[src/rtl/int_controller.sv]
// Priority interrupt controller for CP0.HWInt: edge/level capture, per-source enable, one source in service until EOI.
// Optional macro INT_CTRL_SYNC_EN puts a two-flop synchronizer on src_in (src->pend latency +2 clk).
module int_controller #(
  parameter int NSRC     = 6,
  parameter int DEV_ADDR = 0
) (
  input  logic            clk,
  input  logic            reset,
  input  logic [NSRC-1:0] src_in,
  input  logic            int_taken,
  input  logic [31:0]     addr,
  input  logic            we,
  input  logic [31:0]     wdata,
  output logic [31:0]     rdata,
  output logic [NSRC-1:0] hwint_out,
  output logic            irq_busy
);

  typedef enum logic [1:0] {IDLE = 2'd0, REQ = 2'd1, SERVICE = 2'd2} state_t;

  localparam logic [1:0]      BASE    = 2'(DEV_ADDR);
  localparam logic [1:0]      SEL_PND = 2'd0;
  localparam logic [1:0]      SEL_EN  = 2'd1;
  localparam logic [1:0]      SEL_MOD = 2'd2;
  localparam logic [1:0]      SEL_STS = 2'd3;
  localparam logic [NSRC-1:0] ONE     = {{(NSRC-1){1'b0}}, 1'b1};

  state_t          r_state, w_state_nxt;
  logic [NSRC-1:0] r_s, r_s_d, r_pend, r_enable, r_mode, r_hwint;
  logic [2:0]      r_active_id;

  logic [NSRC-1:0] w_src, w_req, w_win_oh, w_clr, w_pend_nxt, w_hwint_nxt;
  logic [2:0]      w_win_id;
  logic            w_has_win, w_take;
  logic [1:0]      w_sel;
  logic            w_wr_pend, w_wr_en, w_wr_mode, w_eoi;
  logic            w_unused;

`ifdef INT_CTRL_SYNC_EN
  logic [NSRC-1:0] r_sync1, r_sync2;

  always_ff @(posedge clk) begin
    if (reset) begin
      r_sync1 <= '0;
      r_sync2 <= '0;
    end else begin
      r_sync1 <= src_in;
      r_sync2 <= r_sync1;
    end
  end

  assign w_src = r_sync2;
`else
  assign w_src = src_in;
`endif

  always_ff @(posedge clk) begin
    if (reset) begin
      r_s   <= '0;
      r_s_d <= '0;
    end else begin
      r_s   <= w_src;
      r_s_d <= r_s;
    end
  end

  assign w_sel     = addr[3:2] - BASE;
  assign w_wr_pend = we && (w_sel == SEL_PND);
  assign w_wr_en   = we && (w_sel == SEL_EN);
  assign w_wr_mode = we && (w_sel == SEL_MOD);
  assign w_eoi     = we && (w_sel == SEL_STS);

  // Lowest index wins; scan downward so the last hit is the lowest.
  assign w_req = r_pend & r_enable;
  always_comb begin
    w_has_win = 1'b0;
    w_win_id  = '0;
    for (int i = NSRC - 1; i >= 0; i--) begin
      if (w_req[i]) begin
        w_has_win = 1'b1;
        w_win_id  = 3'(i);
      end
    end
  end
  assign w_win_oh = w_has_win ? (ONE << w_win_id) : '0;

  // FSM: state register
  always_ff @(posedge clk) begin
    if (reset) r_state <= IDLE;
    else       r_state <= w_state_nxt;
  end

  // FSM: next state
  always_comb begin
    w_state_nxt = r_state;
    case (r_state)
      IDLE:    if (w_has_win) w_state_nxt = REQ;
      REQ: begin
        if (!w_has_win)     w_state_nxt = IDLE;
        else if (int_taken) w_state_nxt = SERVICE;
      end
      SERVICE: if (w_eoi) w_state_nxt = IDLE;
      default: w_state_nxt = IDLE;
    endcase
  end

  // FSM: outputs (hwint is registered, so these feed its D input)
  always_comb begin
    w_take      = 1'b0;
    w_hwint_nxt = '0;
    if (r_state == REQ && w_has_win) begin
      if (int_taken) w_take      = 1'b1;
      else           w_hwint_nxt = w_win_oh;
    end
  end

  // Set beats clear on edge bits; level bits simply follow s.
  assign w_clr      = ({NSRC{w_wr_pend}} & wdata[NSRC-1:0]) | ({NSRC{w_take}} & w_win_oh);
  assign w_pend_nxt = (r_mode & ((r_pend & ~w_clr) | (r_s & ~r_s_d))) | (~r_mode & r_s);

  always_ff @(posedge clk) begin
    if (reset) begin
      r_pend      <= '0;
      r_enable    <= '0;
      r_mode      <= '0;
      r_hwint     <= '0;
      r_active_id <= '0;
    end else begin
      r_pend  <= w_pend_nxt;
      r_hwint <= w_hwint_nxt;
      if (w_wr_en)   r_enable    <= wdata[NSRC-1:0];
      if (w_wr_mode) r_mode      <= wdata[NSRC-1:0];
      if (w_take)    r_active_id <= w_win_id;
    end
  end

  always_comb begin
    rdata = '0;
    case (w_sel)
      SEL_PND: rdata = {{(32-NSRC){1'b0}}, r_pend};
      SEL_EN:  rdata = {{(32-NSRC){1'b0}}, r_enable};
      SEL_MOD: rdata = {{(32-NSRC){1'b0}}, r_mode};
      default: rdata = {27'b0, r_state, r_active_id};
    endcase
  end

  assign hwint_out = r_hwint;
  assign irq_busy  = (r_state == SERVICE);
  assign w_unused  = &{1'b0, addr[31:4], addr[1:0], wdata[31:NSRC]};

endmodule

[config.mk]
export PLATFORM = sky130hd
export DESIGN_NAME = int_controller
export DESIGN_NICKNAME = d
export VERILOG_FILES = /design/src/rtl/int_controller.sv
export SDC_FILE = /design/constraint.sdc
export NUM_CORES = 1
export LEC_CHECK = 0
export ABC_AREA = 1
export BUFFER_PORTS_ARGS = -buffer_cell sky130_fd_sc_hd__buf_2
export CAP_MARGIN = 20
export CELL_PAD_IN_SITES_DETAIL_PLACEMENT = 0
export CELL_PAD_IN_SITES_GLOBAL_PLACEMENT = 2
export CORE_AREA = 2 2 104 106
export DETAILED_ROUTE_END_ITERATION = 10
export DIE_AREA = 0 0 106 108
export PLACE_DENSITY_LB_ADDON = 0.1
export RECOVER_POWER = 100
export SLEW_MARGIN = 20
export SYNTH_ARGS = -nofsm -noshare
export SYNTH_HDL_FRONTEND = slang
export SYNTH_SLANG_ARGS = --single-unit
export TNS_END_PERCENT = 50
[constraint.sdc]
create_clock -name clk -period 1.1 [get_ports clk]
set_input_delay 0.165 -clock clk [delete_from_list [all_inputs] [get_ports clk]]
set_output_delay 0.165 -clock clk [all_outputs]
set_load 0.02 [all_outputs]
==> results of run 1 <==
-- worst max-delay path: stages, from the launching register on --
cell and delay [ns]:
dfxtp_2 0.33, buf_6 0.11, nand2_2 0.05, o21ai_2 0.05
a21oi_1 0.12, o21ai_1 0.08, buf_4 0.16
-- state kept, by name, indices dropped and copies added (netlist names) --
name / count
r_enable: 6
r_state: 2
r_active_id: 3
r_mode: 6
r_pend: 6
hwint_out: 6
r_s: 6
r_s_d: 6
-- power groups by stage --
stage / Clock, mW / Combinational [mW] / Sequential (mW)
4_1_cts: 1.27 / 0.445 / 1.56
5_1_grt: 1.33 / 0.533 / 1.58
3_5_place_dp: 0 / 0.413 / 1.60
3_3_place_gp: 0 / 0.415 / 1.59
2_1_floorplan: 0 / 0.302 / 1.59
6_report: 1.19 / 0.481 / 1.57
-- routing by layer --
| metal | up-vias | routed length [µm] | track usage (%) |
|---|---|---|---|
| li1 | 957 | - | - |
| met1 | 789 | 2833 | 14.45 |
| met2 | 41 | 2689 | 16.41 |
| met3 | 2 | 192 | 2.110 |
| met4 | 0 | 54 | 3.383 |
| met5 | - | 0 | 0 |
-- logic make-up (layout without fill, tap and decap cells) --
group / count (synthesis) / after routing / synth area share, %
other: 1 / 26 / 0.1950
AOI/OAI and AO/OA: 48 / 48 / 13.34
buffers and inverters: 75 / 134 / 20.88
DFF: 41 / 41 / 42.68
and+or+nand+nor: 104 / 104 / 22.90
-- cell type report --
| type | count | area [µm²] | area share, % |
|---|---|---|---|
| Multi-Input combinational cell | 178 | 1016 | 35.24 |
| Sequential cell | 41 | 842.1 | 29.21 |
| Timing Repair Buffer | 85 | 590.6 | 20.49 |
| Tap cell | 136 | 170.2 | 5.903 |
| Inverter | 42 | 160.2 | 5.556 |
| Clock buffer | 5 | 68.82 | 2.387 |
| Clock inverter | 2 | 35.03 | 1.215 |
-- worst max-delay path by stage --
stage	start	end	slack [ns]	cells past startpoint
2_1_floorplan	r_pend[1]	r_pend[5]	0.009	8
3_3_place_gp	r_pend[3]	r_pend[5]	-0.30	8
3_5_place_dp	addr[2]	rdata[4]	-0.31	6
4_1_cts	r_enable[0]	rdata[0]	-0.29	6
5_1_grt	r_enable[0]	rdata[0]	-0.33	6
6_report	r_enable[0]	rdata[0]	-0.24	6
-- cell usage in the layout, fill, tap and decap left out, types with 5 or more instances in the layout --
master and n:
nand4_1 6, nand2_4 6, buf_6 7, nor2_2 5
nor2_4 5, nor2_1 22, nand2_2 13, o21ai_1 7
nand2_1 40, inv_2 12, clkbuf_1 9, dfxtp_1 24
buf_2 15, o21ai_0 11, a21oi_1 16, buf_4 53
inv_1 29, clkbuf_8 5, dfxtp_2 17, conb_1 26
-- what timing repair did --
| item | CTS | global route |
|---|---|---|
| resized for setup | 47 | 57 |
| pin swaps | 7 | 9 |
| setup endpoints to repair | 23 | 30 |
| setup buffers | 2 | 11 |
==> flow_metrics.py, run 1 <==
metrics = {
    "detailed_routing": {
        "dr.first_iter.drc_count": 38,
        "post_drt_wl_per_cell_um": 11.80,
        "drc_errors": 0,
        "dr.pass1.iters": 4,
        "viasPerCell": 3.658,
        "drt_wl_total_um": 5769,
        "num_vias": 1789,
        "antenna_left": 0,
    },
    "synthesis": {
        "synth_area_um2": 1923,
        "synth_common_cells": "nand2_1 (55), inv_1 (42), dfxtp_1 (41), nor2_1 (30), buf_4 (29)",
        "yosysUniqueCellTypes": 23,
        "yosysWarnings": 0,
        "synth.area.top_cells": "dfxtp_1 (43%), buf_4 (11%), nand2_1 (11%)",
        "synth_most_common_cell": "nand2_1",
        "yosysSeqAreaShare_pct": 42.68,
        "yosys_most_used_dff": "dfxtp_1",
        "synth_edf_count": 0,
        "yosysTopAreaCellShare_pct": 42.68,
        "synthCells": 269,
        "syn_area_per_cell_um2": 7.149,
        "postSynth.asyncResetShare_pct": 0,
        "ys_ff_latch": 41,
        "yosysTopAreaCell": "dfxtp_1",
    },
    "timing": {
        "setup_viol": 24,
        "max_freq_mhz": 745.1,
        "final-hold-violation-count": 0,
        "relSlewSlack_pct": 57.81,
        "holdWs_ns": 0.07281,
        "slew_violations": 0,
        "fin_skew_ns": 0.005597,
        "post-route-min-period_ns": 1.342,
        "fin_crit_sh_pct": 122.0,
        "setup_slack_ns": -0.2421,
        "rsz0062_at_grt": "yes",
        "worstMarginPinSlew_ns": 0.6329,
        "tns_ns": -3.715,
    },
    "global_route": {
        "grt_pass1_wl_um": 8901,
        "grt_max_degree": 15,
        "grt_usage_pct": 10.46,
        "grt_pass1_vias": 1614,
        "grt.overflow.total": 0,
        "antenna_found_initial": 0,
    },
    "final_layout": {
        "fillCellCount": 1151,
        "finalNetCount": 427,
        "area_growth_pct": 49.90,
        "fin_cells": 489,
        "fin_util_pct": 28.18,
        "postLayoutCellArea_um2": 2883,
        "antenna-diode-count": 0,
        "drive_above_1_share_pct": 45.04,
    },
    "worst_setup_path": {
        "cp-start-kind": "register",
        "path_max_fanout": 3,
        "r2r_cells": 11,
        "crit_path_end_kind": "output port",
        "regToRegSetupSlack_ns": -0.19,
        "regToRegStartpoint": "r_enable[0]",
        "r2r-end": "r_pend[3]",
        "cp.arrival_ns": 1.18,
        "crit_type": "register to output port",
        "cp.required_ns": 0.94,
    },
    "placed_design": {
        "place.gp.congestion": 0.7443,
        "dp.cells": 469,
        "portBuffers": 30,
        "dp.final_hpwl_um": 4498,
        "dp_slack_ns": -0.3141,
        "place_area_um2": 2426,
    },
    "clock_network": {
        "clkTransAtPathRegs_ns": 0.08,
        "cts_made_buffers": 5,
        "clock-sinks": 41,
        "hold_buffers": 0,
        "clockBufferDepth": 2,
        "cts_root_buf": "clkbuf_8",
        "htreeDepth": 2,
        "clock_latency_ns": 0.29,
        "cts_tree": "done",
    },
    "floorplan": {
        "core_area_um2": 10230,
        "dieHeight_um": 108,
        "rows": 37,
        "start_util_pct": 18.80,
        "die_area_um2": 11450,
        "ios": 113,
        "die_x_um": 106,
    },
    "status": {
        "status": "finished with violations",
        "failed_checks": "setup timing",
    },
    "power": {
        "switchingPower_mw": 0.8650,
        "p_clk_share_pct": 36.8,
        "sequentialPowerShare_pct": 48.4,
        "comb_power_share_pct": 14.8,
        "p_per_area_nw_per_um2": 1125,
        "ir_drop_uv": 422.8,
        "swShare_pct": 26.67,
        "internal-power_mw": 2.378,
        "p_leak_nw": 1.322,
        "p_total_mw": 3.243,
    },
    "worst_hold_path": {
        "min_path_cells": 3,
        "min_from": "src_in[5]",
        "hold_class": "input port to register",
        "hold_end": "r_s[5]",
    },
    "flow_run": {
        "maxCapViolCount": 0,
    },
}
(Power assumes the default switching activity.)
==> run 2, diff against run 1 <==
--- a/config.mk
+++ b/config.mk
@@ -5,14 +5,13 @@
 export SDC_FILE = /design/constraint.sdc
 export NUM_CORES = 1
 export LEC_CHECK = 0
-export ABC_AREA = 1
 export BUFFER_PORTS_ARGS = -buffer_cell sky130_fd_sc_hd__buf_2
 export CAP_MARGIN = 20
 export CELL_PAD_IN_SITES_DETAIL_PLACEMENT = 0
 export CELL_PAD_IN_SITES_GLOBAL_PLACEMENT = 2
-export CORE_AREA = 2 2 104 106
+export CORE_AREA = 2 2 100 102
 export DETAILED_ROUTE_END_ITERATION = 10
-export DIE_AREA = 0 0 106 108
+export DIE_AREA = 0 0 102 104
 export PLACE_DENSITY_LB_ADDON = 0.1
 export RECOVER_POWER = 100
 export SLEW_MARGIN = 20
==> run 2 against run 1 <==
  * The run still ends with setup timing left
  * Hold slack better by 0.0089 ns
  * Sequential share of layout area is 1.8 points higher
  * Register-to-register slack worse by 0.15 ns
  * Area after synthesis is 1.8% higher
  * Critical path depth is 3 lower
  * Final cell count is 15% lower
  * Clock power is 23% lower
  * First-iteration DRC count is 2.6% higher
  * Wire length is 7.0% lower
  * Die area is 7.3% lower
  * Non-clock buffer count is 7 lower
  * Global-route usage is 0.10 points higher
==> flow_metrics.py, run 2 <==
metrics = {
    "worst_setup_path": {
        "path_common_cell": "buf_6",
        "cp.required_ns": 0.94,
        "path_cells": "buf_6 -> mux4_2 -> buf_6",
        "regToRegStartpoint": "r_pend[2]",
        "cp_slowest_stage_delay_ns": 0.46,
        "crit_type": "register to output port",
        "cp-start-kind": "register",
        "cp.arrival_ns": 1.34,
        "r2r_cells": 5,
        "regToRegSetupSlack_ns": -0.34,
        "slowest_stage": "mux4_2",
        "crit_path_end_kind": "output port",
        "path_max_fanout": 2,
        "crit_start": "r_pend[2]",
        "r2r-end": "r_active_id[0]",
    },
    "global_route": {
        "grt_max_degree": 25,
        "grt_pass1_wl_um": 8569,
        "grt_usage_pct": 10.57,
        "antenna_found_initial": 0,
        "grt_pass1_vias": 1650,
        "grt.overflow.total": 0,
    },
    "flow_run": {
        "maxCapViolCount": 0,
    },
    "synthesis": {
        "synth_common_cells": "dfxtp_1 (41), nand2_1 (37), buf_4 (27), nor2_1 (14), nor2b_1 (13)",
        "postSynth.asyncResetShare_pct": 0,
        "yosysWarnings": 0,
        "yosysUniqueCellTypes": 38,
        "syn_area_per_cell_um2": 9.324,
        "synth.area.top_cells": "dfxtp_1 (42%), buf_4 (10%), nand2_1 (7.1%)",
        "synth_edf_count": 0,
        "yosys_most_used_dff": "dfxtp_1",
        "ys_ff_latch": 41,
        "synth_most_common_cell": "dfxtp_1",
        "synth_area_um2": 1958,
        "yosysTopAreaCell": "dfxtp_1",
        "yosysSeqAreaShare_pct": 41.92,
        "yosysTopAreaCellShare_pct": 41.92,
        "synthCells": 210,
    },
    "timing": {
        "slew_violations": 0,
        "tns_ns": -4.220,
        "holdWs_ns": 0.08171,
        "rsz0062_at_grt": "yes",
        "fin_crit_sh_pct": 137.2,
        "setup_viol": 20,
        "worstMarginPinSlew_ns": 0.5327,
        "final-hold-violation-count": 0,
        "max_freq_mhz": 662.8,
        "post-route-min-period_ns": 1.509,
        "relSlewSlack_pct": 64.49,
        "setup_slack_ns": -0.4088,
        "fin_skew_ns": 0.005197,
    },
    "clock_network": {
        "htreeDepth": 2,
        "clock_latency_ns": 0.29,
        "clock-sinks": 41,
        "clkTransAtPathRegs_ns": 0.08,
        "cts_made_buffers": 5,
        "clockBufferDepth": 2,
        "hold_buffers": 0,
        "cts_tree": "done",
        "cts_root_buf": "clkbuf_8",
    },
    "detailed_routing": {
        "dr.first_iter.drc_count": 39,
        "antenna_left": 0,
        "viasPerCell": 3.902,
        "post_drt_wl_per_cell_um": 12.87,
        "dr.pass1.iters": 4,
        "drt_wl_total_um": 5368,
        "num_vias": 1627,
        "drc_errors": 0,
    },
    "status": {
        "failed_checks": "setup timing",
        "status": "finished with violations",
    },
    "floorplan": {
        "rows": 36,
        "ios": 113,
        "die_area_um2": 10610,
        "core_area_um2": 9549,
        "start_util_pct": 20.51,
        "die_x_um": 102,
        "dieHeight_um": 104,
    },
    "power": {
        "p_total_mw": 2.874,
        "internal-power_mw": 2.101,
        "ir_drop_uv": 424.3,
        "swShare_pct": 26.90,
        "p_clk_share_pct": 32.0,
        "comb_power_share_pct": 14.1,
        "switchingPower_mw": 0.7732,
        "sequentialPowerShare_pct": 53.9,
        "p_per_area_nw_per_um2": 1050,
        "p_leak_nw": 1.173,
    },
    "placed_design": {
        "dp.final_hpwl_um": 4049,
        "dp.cells": 400,
        "place_area_um2": 2441,
        "portBuffers": 30,
        "place.gp.congestion": 0.7236,
    },
    "worst_hold_path": {
        "min_path_cells": 2,
        "min_from": "src_in[2]",
        "hold_class": "input port to register",
        "hold_end": "r_s[2]",
    },
    "final_layout": {
        "finalNetCount": 359,
        "fin_cells": 417,
        "antenna-diode-count": 0,
        "mostFrequentLayoutCells": "buf_4 (39), nand2_1 (34), dfxtp_1 (30), conb_1 (26), buf_2 (16)",
        "postLayoutCellArea_um2": 2736,
        "drive_above_1_share_pct": 40.85,
        "layout_commonest_cell": "buf_4",
        "area_growth_pct": 39.74,
    },
}
## run 2: changes by cell type after synthesis, sizes merged, moves of 7 or more
| cell | previous run | this run |
|---|---|---|
| inv | 42 | 2 |
| nand2 | 59 | 37 |
| nor2 | 32 | 14 |
| o21ai | 21 | 7 |
| a21oi | 21 | 8 |
| nor2b | 0 | 13 |
| mux2i | 0 | 7 |
| nand3 | 3 | 10 |
## run 2: stage by stage
stage / setup WS, ns / util [%]
finish: -0.4088 / 28.66
global route: -0.4467 / 28.66
floorplan: -0.08935 / -
detailed placement: -0.2624 / 25.56
global placement: -0.2542 / 25.56
CTS: -0.4314 / 27.75
## run 2: logic make-up after synthesis
family	Yosys count	synth area share, %
simple gates	86	21.92
flops	41	41.92
buf+inv	37	12.97
compound gates	33	13.67
mux	12	9.329
other cells	1	0.1915
## run 2: power groups by stage
| stage | clock network (mW) | logic (mW) | registers (mW) |
|---|---|---|---|
| floorplan | 0 | 0.292 | 1.59 |
| global placement | 0 | 0.380 | 1.60 |
| detailed placement | 0 | 0.378 | 1.60 |
| CTS | 0.963 | 0.410 | 1.55 |
| global route | 1.02 | 0.441 | 1.56 |
| finish | 0.920 | 0.405 | 1.55 |
## run 2: layer usage
metal / up-vias / share of wire (%) / track usage, %
met2: 39 / 50 / 17.72
met1: 758 / 44 / 13.46
li1: 823 / - / -
met4: 0 / 1.0 / 2.762
met5: - / 0 / 0
met3: 7 / 4.7 / 2.554
## run 2: worst max path at each step
stage               slack, ns        end
finish                  -0.41   rdata[2]
global route            -0.45   rdata[2]
CTS                     -0.43   rdata[2]
detailed placement      -0.26   rdata[2]
global placement        -0.25   rdata[2]
floorplan               -0.09  r_pend[4]
## run 2: layout make-up
class                   instances  area [µm²]
clock buffers                   5       68.82
clock inverters                 1       5.005
fillers                      1056        6813
inverters                       2       7.507
multi-input cells             157        1071
flip-flops and latches         41       849.6
well taps                     133       166.4
repair buffers                 78       568.0
## run 2: critical path: cells and delay by family (launching register included)
family	cells	cell delay, ns
mux	1	0.46
flops	1	0.35
buf+inv	2	0.25
## run 2: timing repair
item,in CTS,in global routing
endpoints found under the setup margin,24,24
setup buffers,4,7
resized for setup,40,19
pin swaps,7,5
